<file path="src/rtl/serial_addsub_pkg.sv">
// Shared types and constants for the bit-serial add/subtract sequencer.
// Imported by serial_addsub_ctrl.
package serial_addsub_pkg;

    typedef enum logic [1:0] {
        ST_IDLE = 2'd0,
        ST_RUN  = 2'd1,
        ST_DONE = 2'd2
    } state_t;

    localparam logic OP_ADD = 1'b0;
    localparam logic OP_SUB = 1'b1;

endpackage

</file>
<file path="src/rtl/serial_addsub_ctrl_fa.sv">
// Combinational 1-bit full adder cell.
// serial_addsub_ctrl time-multiplexes a single instance of it across every bit position.
module serial_fa_cell (
    input  logic a,
    input  logic b,
    input  logic cin,
    output logic s,
    output logic cout
);

    assign s    = a ^ b ^ cin;
    assign cout = (a & b) | (a & cin) | (b & cin);

endmodule

</file>
<file path="src/rtl/serial_addsub_ctrl.sv">
// Bit-serial add/subtract sequencer: one shared full-adder cell, LSB first, one bit per clock.
// Optional signed-overflow output enabled by defining SERIAL_ADDSUB_OVF_EN.
module serial_addsub_ctrl
    import serial_addsub_pkg::*;
#(
    parameter int WIDTH = 8
) (
    input  logic             in_clk,
    input  logic             in_rst_n,
    input  logic             in_start,
    input  logic             in_op,
    input  logic [WIDTH-1:0] in_a,
    input  logic [WIDTH-1:0] in_b,
    output logic             out_busy,
    output logic             out_done,
    output logic [WIDTH-1:0] out_result,
    output logic             out_co
`ifdef SERIAL_ADDSUB_OVF_EN
    ,
    output logic             out_ovf
`endif
);

    localparam int CW = $clog2(WIDTH + 1);
    localparam logic [CW-1:0] CNT_LAST = CW'(WIDTH - 1);

    state_t           state_reg, state_next;
    logic [CW-1:0]    cnt_reg, cnt_next;
    logic             carry_reg, carry_next;
    logic             op_reg, op_next;
    logic [WIDTH-1:0] a_sh_reg, a_sh_next;
    logic [WIDTH-1:0] b_sh_reg, b_sh_next;
    logic [WIDTH-1:0] shift_reg, shift_next;
    logic [WIDTH-1:0] result_reg, result_next;
    logic             co_reg, co_next;
`ifdef SERIAL_ADDSUB_OVF_EN
    logic             ovf_reg, ovf_next;
`endif

    logic             fa_a, fa_b, fa_cin, fa_s, fa_cout;
    logic [WIDTH-1:0] sum_shift;

    // Operands are shifted right so the active bit always sits at position 0.
    assign fa_a   = a_sh_reg[0];
    assign fa_b   = b_sh_reg[0] ^ op_reg;
    assign fa_cin = carry_reg;

    serial_fa_cell u_fa (
        .a    (fa_a),
        .b    (fa_b),
        .cin  (fa_cin),
        .s    (fa_s),
        .cout (fa_cout)
    );

    // New sum bit enters at the MSB; after WIDTH shifts the LSB has reached bit 0.
    assign sum_shift = (shift_reg >> 1) | (WIDTH'(fa_s) << (WIDTH - 1));

    always_comb begin
        state_next  = state_reg;
        cnt_next    = cnt_reg;
        carry_next  = carry_reg;
        op_next     = op_reg;
        a_sh_next   = a_sh_reg;
        b_sh_next   = b_sh_reg;
        shift_next  = shift_reg;
        result_next = result_reg;
        co_next     = co_reg;
`ifdef SERIAL_ADDSUB_OVF_EN
        ovf_next    = ovf_reg;
`endif
        case (state_reg)
            ST_IDLE: begin
                if (in_start) begin
                    a_sh_next  = in_a;
                    b_sh_next  = in_b;
                    op_next    = in_op;
                    cnt_next   = '0;
                    carry_next = in_op;
                    state_next = ST_RUN;
                end
            end
            ST_RUN: begin
                shift_next = sum_shift;
                a_sh_next  = a_sh_reg >> 1;
                b_sh_next  = b_sh_reg >> 1;
                carry_next = fa_cout;
                cnt_next   = cnt_reg + CW'(1);
                if (cnt_reg == CNT_LAST) begin
                    // Publish on the final bit so the result is valid alongside done.
                    result_next = sum_shift;
                    co_next     = fa_cout ^ (op_reg == OP_SUB);
`ifdef SERIAL_ADDSUB_OVF_EN
                    ovf_next    = carry_reg ^ fa_cout;
`endif
                    state_next  = ST_DONE;
                end
            end
            ST_DONE: begin
                state_next = ST_IDLE;
            end
            default: begin
                state_next = ST_IDLE;
            end
        endcase
    end

    always_ff @(posedge in_clk) begin
        if (!in_rst_n) begin
            state_reg  <= ST_IDLE;
            cnt_reg    <= '0;
            carry_reg  <= 1'b0;
            op_reg     <= OP_ADD;
            a_sh_reg   <= '0;
            b_sh_reg   <= '0;
            shift_reg  <= '0;
            result_reg <= '0;
            co_reg     <= 1'b0;
`ifdef SERIAL_ADDSUB_OVF_EN
            ovf_reg    <= 1'b0;
`endif
        end else begin
            state_reg  <= state_next;
            cnt_reg    <= cnt_next;
            carry_reg  <= carry_next;
            op_reg     <= op_next;
            a_sh_reg   <= a_sh_next;
            b_sh_reg   <= b_sh_next;
            shift_reg  <= shift_next;
            result_reg <= result_next;
            co_reg     <= co_next;
`ifdef SERIAL_ADDSUB_OVF_EN
            ovf_reg    <= ovf_next;
`endif
        end
    end

    assign out_busy   = (state_reg == ST_RUN);
    assign out_done   = (state_reg == ST_DONE);
    assign out_result = result_reg;
    assign out_co     = co_reg;
`ifdef SERIAL_ADDSUB_OVF_EN
    assign out_ovf    = ovf_reg;
`endif

endmodule

</file>
<file path="config.mk">
export PLATFORM = sky130hd
export DESIGN_NAME = serial_addsub_ctrl
export DESIGN_NICKNAME = d
export VERILOG_FILES = /design/src/rtl/serial_addsub_pkg.sv /design/src/rtl/serial_addsub_ctrl_fa.sv /design/src/rtl/serial_addsub_ctrl.sv
export SDC_FILE = /design/constraint.sdc
export NUM_CORES = 1
export LEC_CHECK = 0
export CORE_MARGIN = 3
export CORE_UTILIZATION = 30
export CTS_CLUSTER_DIAMETER = 60
export CTS_CLUSTER_SIZE = 24
export DETAILED_ROUTE_END_ITERATION = 8
export HOLD_SLACK_MARGIN = 0.03
export PLACE_DENSITY = 0.59
export SYNTH_ARGS = -nofsm -noshare
export SYNTH_HDL_FRONTEND = slang
export SYNTH_SLANG_ARGS = --single-unit
</file>
<file path="constraint.sdc">
create_clock -name in_clk -period 1.5 [get_ports in_clk]
set_input_delay 0.45 -clock in_clk [delete_from_list [all_inputs] [get_ports in_clk]]
set_output_delay 0.45 -clock in_clk [all_outputs]
set_load 0.01 [all_outputs]
</file>
# [Word level (Yosys, flattened, before mapping)]
# Index checks and enable logic that the tools add are counted.
[totals] output_inout_bits=11 input_bits=20 word_cells=42 regBits=41
[classes] mux=11 eq_ne=5 n_reduce_logical=6 n_bitwise=10 add_sub_neg=1
[op_table] op="case mux 8 bit (2 select lines)" count=2
[op_table] op="2-to-1 mux 8 bit" count=2
[op_table] op="OR 7 x 8 -> 8 bit" count=1
[op_table] op="case mux 4 bit (2 select lines)" count=1
[op_table] op="AND reduction 2 bit" count=4
[op_table] op="adder 4 x 1 -> 4 bit (second input constant)" count=1
[op_table] op="== test 4 x 3 -> 1 bit (second input constant)" count=1
[op_table] op="2-to-1 mux 2 bit" count=2
[op_table] op="2-to-1 mux 4 bit" count=1
[op_table] op="case mux 2 bit (2 select lines)" count=1
[op_table] op="XOR 1 bit" count=4
[op_table] op="bitwise AND 1 bit" count=3
[op_table] op="== test 2 x 1 -> 1 bit (second input constant)" count=1
[op_table] op="== test 2 bit (second input constant)" count=1
[op_table] op="logical NOT 2 bit" count=1
[op_table] op="!= test 2 x 1 -> 1 bit (second input constant)" count=1
[op_table] op="!= test 2 bit (second input constant)" count=1
[op_table] op="OR 1 bit" count=2
[op_table] op="case mux 1 bit (2 select lines)" count=1
[op_table] op="nonzero test 2 bit" count=1
[op_table] op="2-to-1 mux 1 bit" count=1

# [Logic depth before layout (Yosys ltp)]
[logic_depth] depth_word=5 depth_mapped=5 depth_no_buf=5

# [By module]
# Synthesis repeated with hierarchy kept, for this count alone.
[unflattened] cells_unflattened=201 area_unflattened_um2=1795.5
[modules_own_cells] mod="serial_addsub_ctrl" area_each_um2=1775.5 instances=1 cells_per_inst=200
[modules_own_cells] mod="serial_fa_cell" area_each_um2=20.0 instances=1 cells_per_inst=1

# [Worst setup path after synthesis]
# No wires, ideal clock.
[synth_path] path_type="register to register" from="register cnt_reg[0]" to="register result_reg[7] (netlist: out_result[7])" period_less_slack_ns=1.342 arrival_time_ns=1.225 stages_incl_launch_ff=6 setup_time_ns=0.116 path_buffers=1 path_slack_ns=0.158 required_time_ns=1.384 cell_sequence="dfxtp_1 -> ha_1 -> and3b_1 -> and2_1 -> buf_4 -> o211a_1"
[synth_between] elab_chain_len=2
[synth_lines] element="from (decl)" line="serial_addsub_ctrl.sv:28" rtl="logic [CW-1:0] cnt_reg, cnt_next;"
[synth_lines] element="from (signal assigned)" line="serial_addsub_ctrl.sv:124" rtl="cnt_reg <= cnt_next;"
[synth_lines] element="== test 4 x 3 -> 1 bit" line="serial_addsub_ctrl.sv:89" rtl="if (cnt_reg == CNT_LAST) begin"
[synth_lines] element="AND reduction 2 bit (no source line)"
[synth_lines] element="to (signal assigned)" line="serial_addsub_ctrl.sv:130" rtl="result_reg <= result_next;"
[synth_lines] element="to (decl)" line="serial_addsub_ctrl.sv:34" rtl="logic [WIDTH-1:0] result_reg, result_next;"
# Every way passes these cells.
# A chain may end at the register's enable or synchronous reset.

# [Worst setup path after layout]
[layout_path] from="register state_reg[1]" to="output out_busy"
[layout_between] elab_chain_len=1
[layout_lines] element="from (decl)" line="serial_addsub_ctrl.sv:27" rtl="state_t state_reg, state_next;"
[layout_lines] element="from (signal assigned)" line="serial_addsub_ctrl.sv:123" rtl="state_reg <= state_next;"
[layout_lines] element="== test 2 x 1 -> 1 bit" line="serial_addsub_ctrl.sv:138" rtl="assign out_busy = (state_reg == ST_RUN);"
[layout_lines] element="to (decl)" line="serial_addsub_ctrl.sv:14" rtl="output logic out_busy,"
# Every way passes these cells.

==> flow_summary.ini <==
[timing]
tightest_slew_ns = 0.2536
fin_skew_ns = 0.005006
max_freq_mhz = 667.2
grt_setup_unrepaired = yes
setup_ws_ns = 0.001245
slew_headroom_pct = 83.07
post-route-period-util_pct = 99.92
min_period_ns = 1.499
slew_violations = 0
finalSetupViolations = 0
final.setup.tns_ns = 0
hold_viol_final = 0

[cells_and_area]
fin_nets = 252
antennaDiodeCount = 0
layout_commonest_cell = dfxtp_1
fill_cells = 543
layout_common_cells = 39 x dfxtp_1, 31 x nand2_1, 18 x clkdlybuf4s50_1
drive_gt1_share_pct = 14.78
synthToLayoutAreaGrowth_pct = 33.60

[routing]
via_per_inst = 4.857
drtIter0Drc = 50
antenna_left = 0
drc = 0
first_pass_iters = 4
wl_per_cell_um = 12.45
finalWirelength_um = 3735
vias = 1457

[floorplanning]
die_area_um2 = 6585
core_area_um2 = 5270
placementRows = 26
start_util_pct = 32.15
die_y_um = 81.15
ios = 31
die_w_um = 81.15

[critical_path]
reg2regPathDepth = 6
cp_slowest_stage_delay_ns = 0.35
r2r_setup_slack_ns = 0.07
startpoint_type = flop
crit_type = reg -> out
worstPathArrival_ns = 1.05
worst_ep_required_time_ns = 1.05
slowest_stage = dfxtp_4
timing.rr.end = out_result[3]
cp_cell_sequence = or2b_1 > inv_2 > buf_6
reg2reg_from = state_reg[1]
cp_max_fo = 3
worstSetupEndpointType = output port

[clocking]
cts_sinks = 40
cts.clk_slew.worst_paths_ns = 0.07
cts_buffers = 5
h-tree-depth = 2
hold_buffers = 0
clk_root_buffer_cell = clkbuf_8
clockBufferDepth = 2
cts_tree = yes
clk_latency_ns = 0.29

[synthesis]
synth_flop_cell = dfxtp_1
synthArstFlopShare_pct = 0
syn_inst = 187
avgSynthCellArea_um2 = 9.059
yosysSeqAreaShare_pct = 47.27
syn_nets = 209
netlist_area_um2 = 1694
ys_ff_latch = 40
yosys_warnings = 0
synth_edf_count = 0
synth_cell_types = 39

[power_and_ir_drop]
ir_worst_vdd_mv = 0.3437
power.density_nw_per_um2 = 970.4
power_mw = 2.196
leakage_nw = 0.9180

[outcome]
outcome = finished, final reports clean

[grt]
grt_pass1_vias = 1361
grt_max_degree = 20
antenna_found_initial = 0
grt_pass1_wl_um = 6258
grt_overflow = 0
grt.total_usage_pct = 12.28

[placement]
place_ws_ns = -0.3702
dp_hpwl_um = 2584
gp_congestion = 0.7778
io_buffers = 30

[hold_path]
whs_endpoint = out_result[0]
min_from = out_result[0]
min_path_type = reg -> reg
min_delay_path_depth = 2

[run]
maxCapViolCount = 0
[per-stage QoR]
step | area, um2 | hold WS, ns | std cells | util (%)
6_report | 2263 | 0.4549 | 300 | 42.95
3_5_place_dp | 2153 | 0.4495 | 290 | 40.86
4_1_cts | 2253 | 0.4569 | 299 | 42.76
5_1_grt | 2263 | 0.4852 | 300 | 42.95
2_1_floorplan | 1694 | 0.4383 | 187 | -
3_3_place_gp | 2153 | 0.4442 | 290 | 40.86
[synth_stat cells (3+ instances only)]
cell | n | area share, %
o22ai_1 | 4 | 1.5
o21ai_0 | 8 | 2.4
nor2b_1 | 3 | 1.1
nand2_1 | 31 | 6.9
mux2i_1 | 7 | 4.1
clkbuf_1 | 7 | 1.6
nor2_1 | 16 | 3.5
a21boi_0 | 7 | 3.1
inv_1 | 3 | 0.66
dfxtp_1 | 40 | 47
o211a_1 | 4 | 2.4
a22oi_1 | 3 | 1.3
a21oi_1 | 9 | 2.7
o221ai_1 | 10 | 5.2
o2bb2ai_1 | 3 | 1.6
[how the worst max path moves through the flow]
stage | start | slack, ns | to
after floorplan | cnt_reg[0] | 0.16 | out_result[7]
after global placement | in_start | -0.38 | carry_reg
after detailed placement | in_start | -0.37 | carry_reg
after CTS | state_reg[1] | -0.03 | out_busy
after global routing | state_reg[1] | -0.05 | out_busy
final | state_reg[1] | 0.001 | out_busy
[final cells by class]
type	count	area (um2)	share of cell area, %
inverters	5	18.77	0.8292
clock buffers	7	96.34	4.256
repair buffers	48	444.2	19.62
flip-flops and latches	40	804.5	35.54
multi-input cells	130	812.0	35.88
well taps	70	87.58	3.870
[power breakdown]
group | internal, mW | switching (mW) | total (mW) | leakage (nW)
clock | 0.409 | 0.346 | 0.755 | 0.0503
sequential | 1.11 | 0.0331 | 1.15 | 0.328
combinational | 0.155 | 0.139 | 0.295 | 0.539
[critical path: cells and delay by family (launching register included)]
| kind | cells | cell delay [ns] |
|---|---|---|
| buf+inv | 2 | 0.18 |
| simple gates | 1 | 0.24 |
| flops | 1 | 0.35 |
[cell families (layout without fill, tap and decap cells)]
logic type	Yosys count	in the layout	synth area share (%)
flip-flops	40	40	47.27
adder cells (fa/ha/maj)	2	2	1.920
multiplexers	7	7	4.136
buffers and inverters	18	60	5.465
AO/OA/AOI/OAI	53	53	22.45
XOR/XNOR	2	2	1.034
AND/OR/NAND/NOR	65	66	17.73
[timing repair]
item                       4_1_cts  5_1_grt
resized for setup               21        1
setup endpoints to repair       25       10
hold endpoints to repair         0        0
buffers inserted                 1        1
cloned                           1        0
[routing by layer]
metal  global-route usage, %  vias up  wire, um
met1                   15.45      677      1725
met4                   4.561        0        68
met5                       0        -         0
li1                        -      746         -
met3                   3.326        6       177
met2                   20.03       28      1763
Power figures use the tool's default switching activity.
==> RTL edit (same flow settings) <==
Set the parameter `WIDTH` to 16 (it was 8).
--- a/src/rtl/serial_addsub_ctrl.sv
+++ b/src/rtl/serial_addsub_ctrl.sv
@@ -5,3 +5,3 @@
 #(
-    parameter int WIDTH = 8
+    parameter int WIDTH = 16
 ) (
Ports: changed (resized in_a, in_b and out_result); port bits go from 31 to 55. No check against the original RTL was run, so the function may have changed too.
==> RTL edit against the unedited design <==
Die area increased by 69%. Total power is 92% higher. Critical endpoint is now out_result[15]$_SDFFE_PN0P_. Wire length increased by 77%. Hold slack got worse by 0.0013 ns. Non-clock buffer count is 32 higher. Design area up 79%. Synthesized cell count up 91%. Largest cell class is now sequential cells. Global-route usage shrank 0.49 points. Sequential cell count rose by 33. Sequential power up 80%. Synthesized area rose by 76%. Setup slack improved by 0.0063 ns.
==> RTL edit: results (changes against the unedited design) <==
Hold EP: out_result[0]$_SDFFE_PN0P_
mux share of post-synthesis cell area: 0.00673 (-0.0346)
Min-Delay Path Class: flop to flop
compound-cell area share of the yosys netlist: 0.258 (+0.0332)
maximum vdd drop: 0.465 mV (+35%)
Final GP Congestion: 0.737 (-5.3%)
average size of a mapped cell: 8.31 µm² (-8.2%)
root cell of the clock tree: clkbuf_8
slowest CP cell: dfxtp_2
IO Port Bufs: 54 (+80%)
Layout Nets: 461 (+83%)
status: completed
ys async rst share: 0 (unchanged)
crit path DAT: 1.76 ns (+0.71 ns)
YS warnings: 0 (unchanged)
DP Area: 3730 µm² (+73%)
r2r worst-path depth: 6 (unchanged)
vias in the first global route: 2,400 (+76%)
sw power: 1.02 mW (+97%)
post-cts resize count: 39 (+86%)
RR Startpoint: cnt_reg[0]$_SDFFE_PN0P_
setup bufs post-CTS: 0 (-1)
dpl hpwl: 4380 µm (+69%)
worst flop-to-flop path endpoint: out_result[15]$_SDFFE_PN0P_
Leakage: 1.60 nW (+74%)
transition time at the pin with the least slew margin: 0.369 ns (+0.115 ns)
Commonest cells post-synth: 92 x nand2_1, 78 x a21oi_1, 73 x dfxtp_1, 29 x o21ai_0, 11 x buf_2
adder-cell area share of the yosys netlist: 0.0151 (-0.00407)
total track usage: 0.118 (-0.00493)
Crit. End Element: flop
global-route wire length before repair: 10,700 µm (+71%)
CTS buffer count: 9 (+4)
largest net degree at the start of global routing: 51 (+160%)
initial antenna violation count: 0 (unchanged)
Logic pwr share: 0.116 (-0.018)
Fillers: 995 (+83%)
syn_nets: 397 (+90%)
crit path launch: cnt_reg[0]$_SDFFE_PN0P_
Final Skew: 0.00695 ns (+0.00195 ns)
DR iter-0 viols: 103 (+110%)
delay-heaviest family, CP: simple AND/OR/NAND/NOR gates
fraction of the yosys area taken by sequential cells: 0.491 (+0.0183)
post-synthesis xor/xnor area fraction: 0.00588 (-0.00445)
Vias/cell: 4.74 (-2.3%)
routed wire length: 6600 µm (+77%)
flop-to-flop setup slack: 0.008 ns (-0.06 ns)
clock tree buffer depth: 2 (unchanged)
dpl cells: 538 (+86%)
H-Tree Depth: 3 (+1)
share of cells above drive strength 1: 0.201 (+0.0536)
Reg power frac: 0.491 (-0.031)
post-route insts no fill: 556 (+85%)
Power per Cell Area: 1040 nW/µm² (+7.2%)
hold path depth: 2 (unchanged)
worst skew pair latency: 0.34 ns (+0.05 ns)
worst-path fanout max: 5 (+2)
Reg clk slew, reported paths: 0.07 ns (about the same)
Yosys cell types: 37 (-5.1%)
synth top area cells: dfxtp_1 49%, a21oi_1 13%, nand2_1 12%, o21ai_0 4.9%, a21oi_2 2.9%
RTL edit: layer usage:
layer / wire length (µm) / track usage / vias up
met5: 0 / 0 / -
met4: 42 / 0.0305 / 0
met3: 359 / 0.0423 / 6
met2: 3130 / 0.196 / 70
met1: 3060 / 0.145 / 1222
li1: - / - / 1339
RTL edit: layout make-up:
class                   count  area (µm²)  area share
repair buffers             80         767       0.189
flip-flops and latches     73        1470       0.362
multi-input cells         252        1420       0.350
inverters                   6        22.5     0.00555
clock buffers               9         124      0.0305
well taps                 129         161      0.0398
clock inverters             7        95.1      0.0234
RTL edit: per-stage QoR:
step | setup slack [ns] | setup TNS, ns | hold WS (ns) | util
after floorplan | 0.000692 | 0 | 0.432 | -
after global placement | -0.255 | -8.36 | 0.443 | 0.394
after detailed placement | -0.304 | -9.91 | 0.447 | 0.394
after CTS | 0.00129 | 0 | 0.456 | 0.420
after global routing | -0.0388 | -0.465 | 0.469 | 0.429
final | 0.00757 | 0 | 0.454 | 0.429
